==> config.mk <==
export PLATFORM = sky130hd
export DESIGN_NAME = operand_fetch_flat
export DESIGN_NICKNAME = d
export VERILOG_FILES = /design/src/rtl/operand_fetch_if.sv /design/src/rtl/operand_fetch.sv /design/src/flat_wrapper.sv
export SDC_FILE = /design/constraint.sdc
export NUM_CORES = 1
export LEC_CHECK = 0
export CORE_MARGIN = 2
export CORE_UTILIZATION = 45
export DETAILED_ROUTE_END_ITERATION = 7
export GPL_TIMING_DRIVEN = 0
export HOLD_SLACK_MARGIN = 0.1
export PLACE_DENSITY = 0.67
export SLEW_MARGIN = 5
export SYNTH_ARGS = -nofsm -noshare
export SYNTH_HDL_FRONTEND = slang
export SYNTH_SLANG_ARGS = --single-unit
==> constraint.sdc <==
create_clock -name clk -period 2.6 [get_ports clk]
set_input_delay 0.52 -clock clk [delete_from_list [all_inputs] [get_ports clk]]
set_output_delay 0.52 -clock clk [all_outputs]
set_load 0.01 [all_outputs]
==> src/rtl/operand_fetch_if.sv <==
// Operand fetch stage bus: decoded-instruction input, operand bundle toward the
// ALU, and the ALU writeback port.
interface operand_fetch_if #(
  parameter int unsigned DATA_W = 16
) ();
  logic              inValid;
  logic              inReady;
  logic [2:0]        rs;
  logic [2:0]        rt;
  logic [2:0]        rd;
  logic [DATA_W-1:0] imm;
  logic              useImm;
  logic [2:0]        aluOpIn;
  logic              outValid;
  logic              outReady;
  logic [DATA_W-1:0] a;
  logic [DATA_W-1:0] b;
  logic [2:0]        aluOperation;
  logic [2:0]        dstReg;
  logic              wbEn;
  logic [2:0]        wbAddr;
  logic [DATA_W-1:0] wbData;

  modport master (
    output inValid, rs, rt, rd, imm, useImm, aluOpIn, outReady, wbEn, wbAddr, wbData,
    input  inReady, outValid, a, b, aluOperation, dstReg
  );

  modport slave (
    input  inValid, rs, rt, rd, imm, useImm, aluOpIn, outReady, wbEn, wbAddr, wbData,
    output inReady, outValid, a, b, aluOperation, dstReg
  );
endinterface

==> src/rtl/operand_fetch.sv <==
// Operand fetch stage: register file with writeback bypass, per-register pending
// scoreboard, and a one-deep registered operand bundle toward the ALU.
module operand_fetch #(
  parameter int unsigned DATA_W = 16,
  parameter int unsigned REG_N  = 8
) (
  input logic            clk,
  input logic            rst,
  operand_fetch_if.slave bus
);
  localparam int unsigned AddrW = 3;

  typedef enum logic [0:0] {StEmpty, StFull} state_e;

  state_e            state_q;
  logic [DATA_W-1:0] regs_q [REG_N];
  logic [REG_N-1:0]  pending_q, pending_d;
  logic [DATA_W-1:0] a_q, b_q;
  logic [2:0]        op_q;
  logic [AddrW-1:0]  dst_q;

  logic [DATA_W-1:0] rd_a, rd_b;
  logic              wb_hit_rs, wb_hit_rt;
  logic              haz_rs, haz_rt, hazard;
  logic              accept, consume;

  assign wb_hit_rs = bus.wbEn && (bus.wbAddr == bus.rs);
  assign wb_hit_rt = bus.wbEn && (bus.wbAddr == bus.rt);

  // Register 0 reads as zero and is never bypassed.
  always_comb begin
    rd_a = '0;
    rd_b = '0;
    if (bus.rs != '0) rd_a = wb_hit_rs ? bus.wbData : regs_q[bus.rs];
    if (bus.rt != '0) rd_b = wb_hit_rt ? bus.wbData : regs_q[bus.rt];
  end

  // A same-cycle writeback to a pending source resolves the hazard via bypass.
  assign haz_rs = (bus.rs != '0) && pending_q[bus.rs] && !wb_hit_rs;
  assign haz_rt = !bus.useImm && (bus.rt != '0) && pending_q[bus.rt] && !wb_hit_rt;
  assign hazard = haz_rs || haz_rt;

  assign bus.outValid     = (state_q == StFull);
  assign bus.inReady      = (!bus.outValid || bus.outReady) && !hazard;
  assign accept           = bus.inValid && bus.inReady;
  assign consume          = bus.outValid && bus.outReady;
  assign bus.a            = a_q;
  assign bus.b            = b_q;
  assign bus.aluOperation = op_q;
  assign bus.dstReg       = dst_q;

  // Set is applied after clear so a simultaneous set wins.
  always_comb begin
    pending_d = pending_q;
    if (bus.wbEn) pending_d[bus.wbAddr] = 1'b0;
    if (accept && (bus.rd != '0)) pending_d[bus.rd] = 1'b1;
    pending_d[0] = 1'b0;
  end

  always_ff @(posedge clk) begin
    if (rst) begin
      state_q   <= StEmpty;
      pending_q <= '0;
      regs_q    <= '{default: '0};
      a_q       <= '0;
      b_q       <= '0;
      op_q      <= '0;
      dst_q     <= '0;
    end else begin
      pending_q <= pending_d;
      if (bus.wbEn && (bus.wbAddr != '0)) regs_q[bus.wbAddr] <= bus.wbData;

      case (state_q)
        StEmpty: if (accept) state_q <= StFull;
        StFull:  if (consume && !accept) state_q <= StEmpty;
        default: state_q <= StEmpty;
      endcase

      if (accept) begin
        a_q   <= rd_a;
        b_q   <= bus.useImm ? bus.imm : rd_b;
        op_q  <= bus.aluOpIn;
        dst_q <= bus.rd;
      end
    end
  end
endmodule

==> src/flat_wrapper.sv <==
// flat-port wrapper written by rule: the top's interface ports become plain ports
module operand_fetch_flat 
#(
  parameter int unsigned DATA_W = 16,
  parameter int unsigned REG_N  = 8
)
  (clk, rst, bus_inValid, bus_rs, bus_rt, bus_rd, bus_imm, bus_useImm, bus_aluOpIn, bus_outReady, bus_wbEn, bus_wbAddr, bus_wbData, bus_inReady, bus_outValid, bus_a, bus_b, bus_aluOperation, bus_dstReg);
  operand_fetch_if #(.DATA_W(DATA_W)) bus_i ();
  input logic clk;
  input logic rst;
  input wire logic [$bits(bus_i.inValid)-1:0] bus_inValid;
  input wire logic [$bits(bus_i.rs)-1:0] bus_rs;
  input wire logic [$bits(bus_i.rt)-1:0] bus_rt;
  input wire logic [$bits(bus_i.rd)-1:0] bus_rd;
  input wire logic [$bits(bus_i.imm)-1:0] bus_imm;
  input wire logic [$bits(bus_i.useImm)-1:0] bus_useImm;
  input wire logic [$bits(bus_i.aluOpIn)-1:0] bus_aluOpIn;
  input wire logic [$bits(bus_i.outReady)-1:0] bus_outReady;
  input wire logic [$bits(bus_i.wbEn)-1:0] bus_wbEn;
  input wire logic [$bits(bus_i.wbAddr)-1:0] bus_wbAddr;
  input wire logic [$bits(bus_i.wbData)-1:0] bus_wbData;
  output wire logic [$bits(bus_i.inReady)-1:0] bus_inReady;
  output wire logic [$bits(bus_i.outValid)-1:0] bus_outValid;
  output wire logic [$bits(bus_i.a)-1:0] bus_a;
  output wire logic [$bits(bus_i.b)-1:0] bus_b;
  output wire logic [$bits(bus_i.aluOperation)-1:0] bus_aluOperation;
  output wire logic [$bits(bus_i.dstReg)-1:0] bus_dstReg;
  assign bus_i.inValid = bus_inValid;
  assign bus_i.rs = bus_rs;
  assign bus_i.rt = bus_rt;
  assign bus_i.rd = bus_rd;
  assign bus_i.imm = bus_imm;
  assign bus_i.useImm = bus_useImm;
  assign bus_i.aluOpIn = bus_aluOpIn;
  assign bus_i.outReady = bus_outReady;
  assign bus_i.wbEn = bus_wbEn;
  assign bus_i.wbAddr = bus_wbAddr;
  assign bus_i.wbData = bus_wbData;
  assign bus_inReady = bus_i.inReady;
  assign bus_outValid = bus_i.outValid;
  assign bus_a = bus_i.a;
  assign bus_b = bus_i.b;
  assign bus_aluOperation = bus_i.aluOperation;
  assign bus_dstReg = bus_i.dstReg;
  operand_fetch #(.DATA_W(DATA_W), .REG_N(REG_N)) u_core (.clk(clk), .rst(rst), .bus(bus_i));
endmodule
* Word level (Yosys, flattened, before mapping)
Cells that the tools add are included.
** Storage, ports and cells
- Register bits :: 175
- Bits of input ports :: 53
- Output and inout bits :: 40
** Operators by class
- Order comparisons :: 10
- Equality and inequality tests :: 2
- Mux-type cells :: 27
- Bitwise gates (word level) :: 7
- Reduce and logical (&&, ||, !) cells :: 28
** Operator list (number)
- $mux 16 :: 10
- $bwmux 128 :: 1
- $bmux 16 s3 :: 2
- $demux 16 s3 :: 1
- $logic_and 1x1->1 :: 16
- $lt 3x4->1 const B :: 4
- $mux 8 :: 2
- $ge 4x4->1 const B :: 3
- $not 3->4 :: 3
- $reduce_bool 3->1 :: 4
- $and 8x8->8 :: 1
- $not 8->8 :: 1
- $or 8x8->8 :: 1
- $bmux 1 s3 :: 2
- $demux 1 s3 :: 2
- $eq 3x3->1 :: 2
- $ge 3x1->1 const B :: 2
- $logic_not 1->1 :: 6
- $mux 1 :: 6
- $lt 4x1->1 const B :: 1
- $logic_or 1x1->1 :: 2
- $pmux 1 s2 :: 1
- $not 1->1 :: 1

* Longest topological paths before layout
- Depth after elaboration :: 12
- Mapped depth :: 8
- Gate-level depth less buffers :: 5

* Worst setup path after synthesis
OpenSTA, ideal clock, no wires.
- Path type :: input port to output port
- From :: input bus_wbAddr[2]
- To :: output bus_inReady
- Arrival :: 1.759 ns
- Slack :: 0.321 ns
- Stages :: 7
- Buffers on the path :: 3
- Path through :: buf_2 > xnor2_1 > and4_1 > buf_2 > clkbuf_1 > nor3_1 > nor2_1
** On the way
- Word-level cells in the longest chain between the ends :: 7
- Elaborated cells between the ends (all ways) :: 11
- Those cells by class :: 2 x eq/ne; 9 x reduce/logical
** Ends and longest elaborated chain
- start, declared :: RTL line flat_wrapper.sv:20 : input wire logic [$bits(bus_i.wbAddr)-1:0] bus_wbAddr;
- $eq 3x3->1, on equally long branches :: RTL line operand_fetch.sv:27, operand_fetch.sv:28
- $logic_and 1x1->1, on equally long branches :: RTL line operand_fetch.sv:27, operand_fetch.sv:28
- $logic_not 1->1, on equally long branches :: RTL line operand_fetch.sv:39, operand_fetch.sv:40
- $logic_and 1x1->1, on equally long branches :: RTL line operand_fetch.sv:39, operand_fetch.sv:40
- $logic_or 1x1->1 * :: RTL line operand_fetch.sv:41 : assign hazard = haz_rs || haz_rt;
- $logic_not 1->1 * :: RTL line operand_fetch.sv:44 : assign bus.inReady = (!bus.outValid || bus.outReady) && !hazard;
- $logic_and 1x1->1 * :: RTL line operand_fetch.sv:44
- end, declared :: RTL line flat_wrapper.sv:22 : output wire logic [$bits(bus_i.inReady)-1:0] bus_inReady;
Mark *: on every way between the ends. The rest lies on a longest branch, timed or not.

* Final worst setup path
- From :: input bus_useImm
- To :: output bus_inReady
** On the way
- Word-level cells in the longest chain between the ends :: 7
** Ends and longest elaborated chain
- start, declared :: RTL line flat_wrapper.sv:16 : input wire logic [$bits(bus_i.useImm)-1:0] bus_useImm;
- $logic_not 1->1 :: RTL line operand_fetch.sv:40 : assign haz_rt = !bus.useImm && (bus.rt != '0) && pending_q[bus.rt] && !wb_hit_rt;
- $logic_and 1x1->1 (3 in series) :: RTL line operand_fetch.sv:40
- $logic_or 1x1->1 :: RTL line operand_fetch.sv:41
- $logic_not 1->1 :: RTL line operand_fetch.sv:44
- $logic_and 1x1->1 :: RTL line operand_fetch.sv:44
Every way passes these cells.

==> impl_metrics.env <==
export IMPL_outcome="finished clean"
export IMPL_m1WireLength_mm=11.93
export IMPL_dr_wl_met3_mm=2.360
export IMPL_n_antenna_cell=0
export IMPL_yosys_warnings=0
export IMPL_fin_crit_sh=0.9559
export IMPL_rsz0062_at_grt="false"
export IMPL_vias=7771
export IMPL_antenna_found_initial=0
export IMPL_grt_pass1_vias=7285
export IMPL_post_route_drc_count=0
export IMPL_fmax_mhz=402.4
export IMPL_setup_viol=0
export IMPL_initial_core_util=0.4589
export IMPL_start_kind="input pin"
export IMPL_rows=49
export IMPL_clkTransAtPathRegs_ps=70
export IMPL_cts_tree="done"
export IMPL_htree_levels=4
export IMPL_hold_path_depth=2
export IMPL_r2r_start="u_core.pending_q[3]"
export IMPL_dieArea_um2=19420
export IMPL_hold_class="flip-flop to flip-flop"
export IMPL_die_w_um=139.4
export IMPL_ys_types=43
export IMPL_detailedRoute_firstPassIterationCount=6
export IMPL_die_h_um=139.4
export IMPL_seq_area_frac_synth=0.3861
export IMPL_clock_sinks=159
export IMPL_path_buf_inv=3
export IMPL_hp_start="u_core.regs_q[75]"
export IMPL_io_pins=93
export IMPL_ant_nets=0
export IMPL_required_ps=2080
export IMPL_worstPathArrival_ps=1970
export IMPL_placed_area_um2=9201
export IMPL_place_hpwl_mm=21.17
export IMPL_synth_avg_cell_area_um2=8.499
export IMPL_syn_to_final_growth_pct=20.09
export IMPL_crit_family="buffers and inverters"
export IMPL_reg2regPathDepth=7
export IMPL_path_cells="clkbuf_1, or2_1, buf_2, nor3_2, nor2_1, dlygate4sd2_1"
export IMPL_wl_met2_mm=12.81
export IMPL_coreArea_um2=17960
export IMPL_p_per_area_nw_per_um2=626.3
export IMPL_drt_iter0_drc=789
export IMPL_min_to="u_core.regs_q[75]"
export IMPL_max_vdd_ir_drop_uv=427.7
export IMPL_syn_inst=970
export IMPL_fin_skew_ps=7.907
export IMPL_end_kind="output port"
export IMPL_cts_path_max_buffers=2
export IMPL_fin_crit_ps=2485
export IMPL_synthFlopType="dfxtp_1"
export IMPL_grt_overflow=0
export IMPL_top_layer_used="met4"
export IMPL_grt_pass1_wl_mm=42.73
export IMPL_synthesis_nets=1023
export IMPL_async_flop_share=0
export IMPL_cts_made_buffers=17
export IMPL_post_route_util=0.5512
export IMPL_clock_latency_ps=430
export IMPL_fillers=1668
export IMPL_reg2reg_setup_slack_ps=480
export IMPL_final_area_um2=9901
export IMPL_yosys_register_bits=159
export IMPL_cpPeakStageDelay_ps=400
export IMPL_critPathSlowestCell="clkbuf_1"
export IMPL_wire_per_inst_um=21.28
export IMPL_cts_root_buffer="clkbuf_16"
export IMPL_cp_max_fo=19
export IMPL_grt_start_max_net_pins=20
export IMPL_gr_usage_all_layers=0.2845
export IMPL_maxCapViolations=0
export IMPL_startpoint="bus_useImm"
export IMPL_yosys_top_cells_area="dfxtp_1 (39%), nand2_1 (11%), a21oi_1 (10%), mux4_2 (9.8%), mux2i_1 (4.2%)"
export IMPL_crit_type="input pin to output port"
export IMPL_power_leakage_nw=3.333
export IMPL_synth_edff_count=0
export IMPL_slew_viol_final=0
export IMPL_numPortBuffers=67
export IMPL_worst_pin_slew_ps=868.4
export IMPL_netlist_area_um2=8244
export IMPL_hold_viol=0
export IMPL_wirelength_mm=27.65
export IMPL_synthDominantCellAreaShare=0.3861
export IMPL_gp_congestion=0.9272
export IMPL_routed_via_density=5.982
export IMPL_nNetsFinal=1110
export IMPL_synth_largest_area_cell="dfxtp_1"
export IMPL_worstReg2RegEnd="u_core.bus.b[14]"
export IMPL_slew_headroom=0.4166
export IMPL_drive_above_1_share=0.1271
how the worst max path moves through the flow:
stage                        to  depth (start not counted)
floorplan           bus_inReady                          7
global placement    bus_inReady                          8
detailed placement  bus_inReady                          8
CTS                 bus_inReady                          5
global route        bus_inReady                          6
finish              bus_inReady                          6
flip-flops by register name (all words and copies together) (netlist names):
signal / flops
u_core.bus.aluOperation: 3
u_core.bus.outValid: 1
u_core.bus.a: 16
u_core.bus.b: 16
u_core.regs_q: 113
u_core.pending_q: 7
u_core.bus.dstReg: 3
metal layers:
metal  vias up  global-route usage
li1       3614                   -
met2       385              0.4554
met5         -                   0
met1      3728              0.3984
met4         0             0.07709
met3        44             0.05058
worst reg2reg max path, stage by stage, from the launching register on:
cell and delay [ps]:
dfxtp_1 340, mux2_2 300, a221oi_4 370, o31ai_4 120
buf_4 170, nor2_2 360, buf_6 230, a211oi_2 70
area by class of cell:
| type | count | area [µm²] | area share |
|---|---|---|---|
| Buffer | 96 | 454.2 | 0.04587 |
| Clock buffer | 19 | 442.9 | 0.04474 |
| Clock inverter | 13 | 200.2 | 0.02022 |
| Inverter | 16 | 60.06 | 0.006066 |
| Multi-Input combinational cell | 697 | 4584 | 0.4630 |
| Sequential cell | 159 | 3183 | 0.3215 |
| Tap cell | 229 | 286.5 | 0.02894 |
| Timing Repair Buffer | 70 | 689.4 | 0.06963 |
metrics by stage:
step	instances	hold WS (ps)	total power (W)	setup TNS [ps]	setup WS, ps
4_1_cts	1299	468.5	0.006199	0	61.36
2_1_floorplan	970	442.9	0.003144	0	321.4
6_report	1299	472.6	0.006201	0	114.7
3_3_place_gp	1266	454.0	0.003469	-12460	-715.0
3_5_place_dp	1266	459.8	0.003478	-14000	-708.9
5_1_grt	1299	487.8	0.006394	0	1.241
cell families after synthesis:
kind of cell	Yosys count	share of synthesized area
AO/OA/AOI/OAI	276	0.2144
multiplexers	88	0.1672
AND/OR/NAND/NOR	327	0.1644
flip-flops	159	0.3861
XOR/XNOR	6	0.006374
buffers and inverters	114	0.06147
cells in the mapped netlist (3+ instances only):
| cell type | count |
|---|---|
| a211o_1 | 14 |
| a211oi_1 | 21 |
| a211oi_2 | 10 |
| a21oi_1 | 165 |
| a221oi_1 | 29 |
| buf_1 | 8 |
| buf_2 | 21 |
| buf_6 | 4 |
| clkbuf_1 | 61 |
| dfxtp_1 | 159 |
| inv_1 | 16 |
| mux2_2 | 10 |
| mux2_4 | 7 |
| mux2i_1 | 35 |
| mux4_2 | 36 |
| nand2_1 | 249 |
| nand2b_1 | 4 |
| nand3_1 | 13 |
| nand4_1 | 3 |
| nor2_1 | 25 |
| nor2b_1 | 21 |
| nor3_1 | 6 |
| o21ai_0 | 22 |
| xnor2_1 | 6 |
timing repair:
action	4_1_cts	5_1_grt
hold buffers	0	0
gates resized for setup	12	2
pin swaps	1	0
setup buffers	3	0
endpoints found under the setup margin	1	1
power by group:
group | internal, W | switching [W] | leakage (nW) | total (W)
clock network | 0.00166 | 0.00109 | 0.311 | 0.00275
registers | 0.00252 | 0.0000589 | 1.29 | 0.00258
logic | 0.000362 | 0.000510 | 1.73 | 0.000872
cells in the final DEF, fill, tap and decap left out, types with 3 or more instances in the layout:
| cell | count |
|---|---|
| inv_1 | 16 |
| buf_4 | 5 |
| mux2_4 | 7 |
| nand4_1 | 3 |
| clkdlybuf4s50_1 | 64 |
| xnor2_1 | 6 |
| nand2b_1 | 4 |
| mux4_2 | 36 |
| clkbuf_16 | 17 |
| dlygate4sd2_1 | 3 |
| buf_2 | 18 |
| a21oi_1 | 165 |
| inv_6 | 5 |
| nand2_1 | 249 |
| nor2_1 | 25 |
| bufinv_16 | 4 |
| nor3_1 | 5 |
| mux2_2 | 10 |
| o21ai_0 | 22 |
| a211oi_1 | 21 |
| a221oi_1 | 29 |
| nor2b_1 | 20 |
| a211oi_2 | 10 |
| clkbuf_1 | 61 |
| dfxtp_1 | 159 |
| mux2i_1 | 35 |
| buf_1 | 7 |
| buf_6 | 6 |
| nand3_1 | 13 |
| a211o_1 | 14 |
Note: power is estimated with default switching activity, not from simulation.
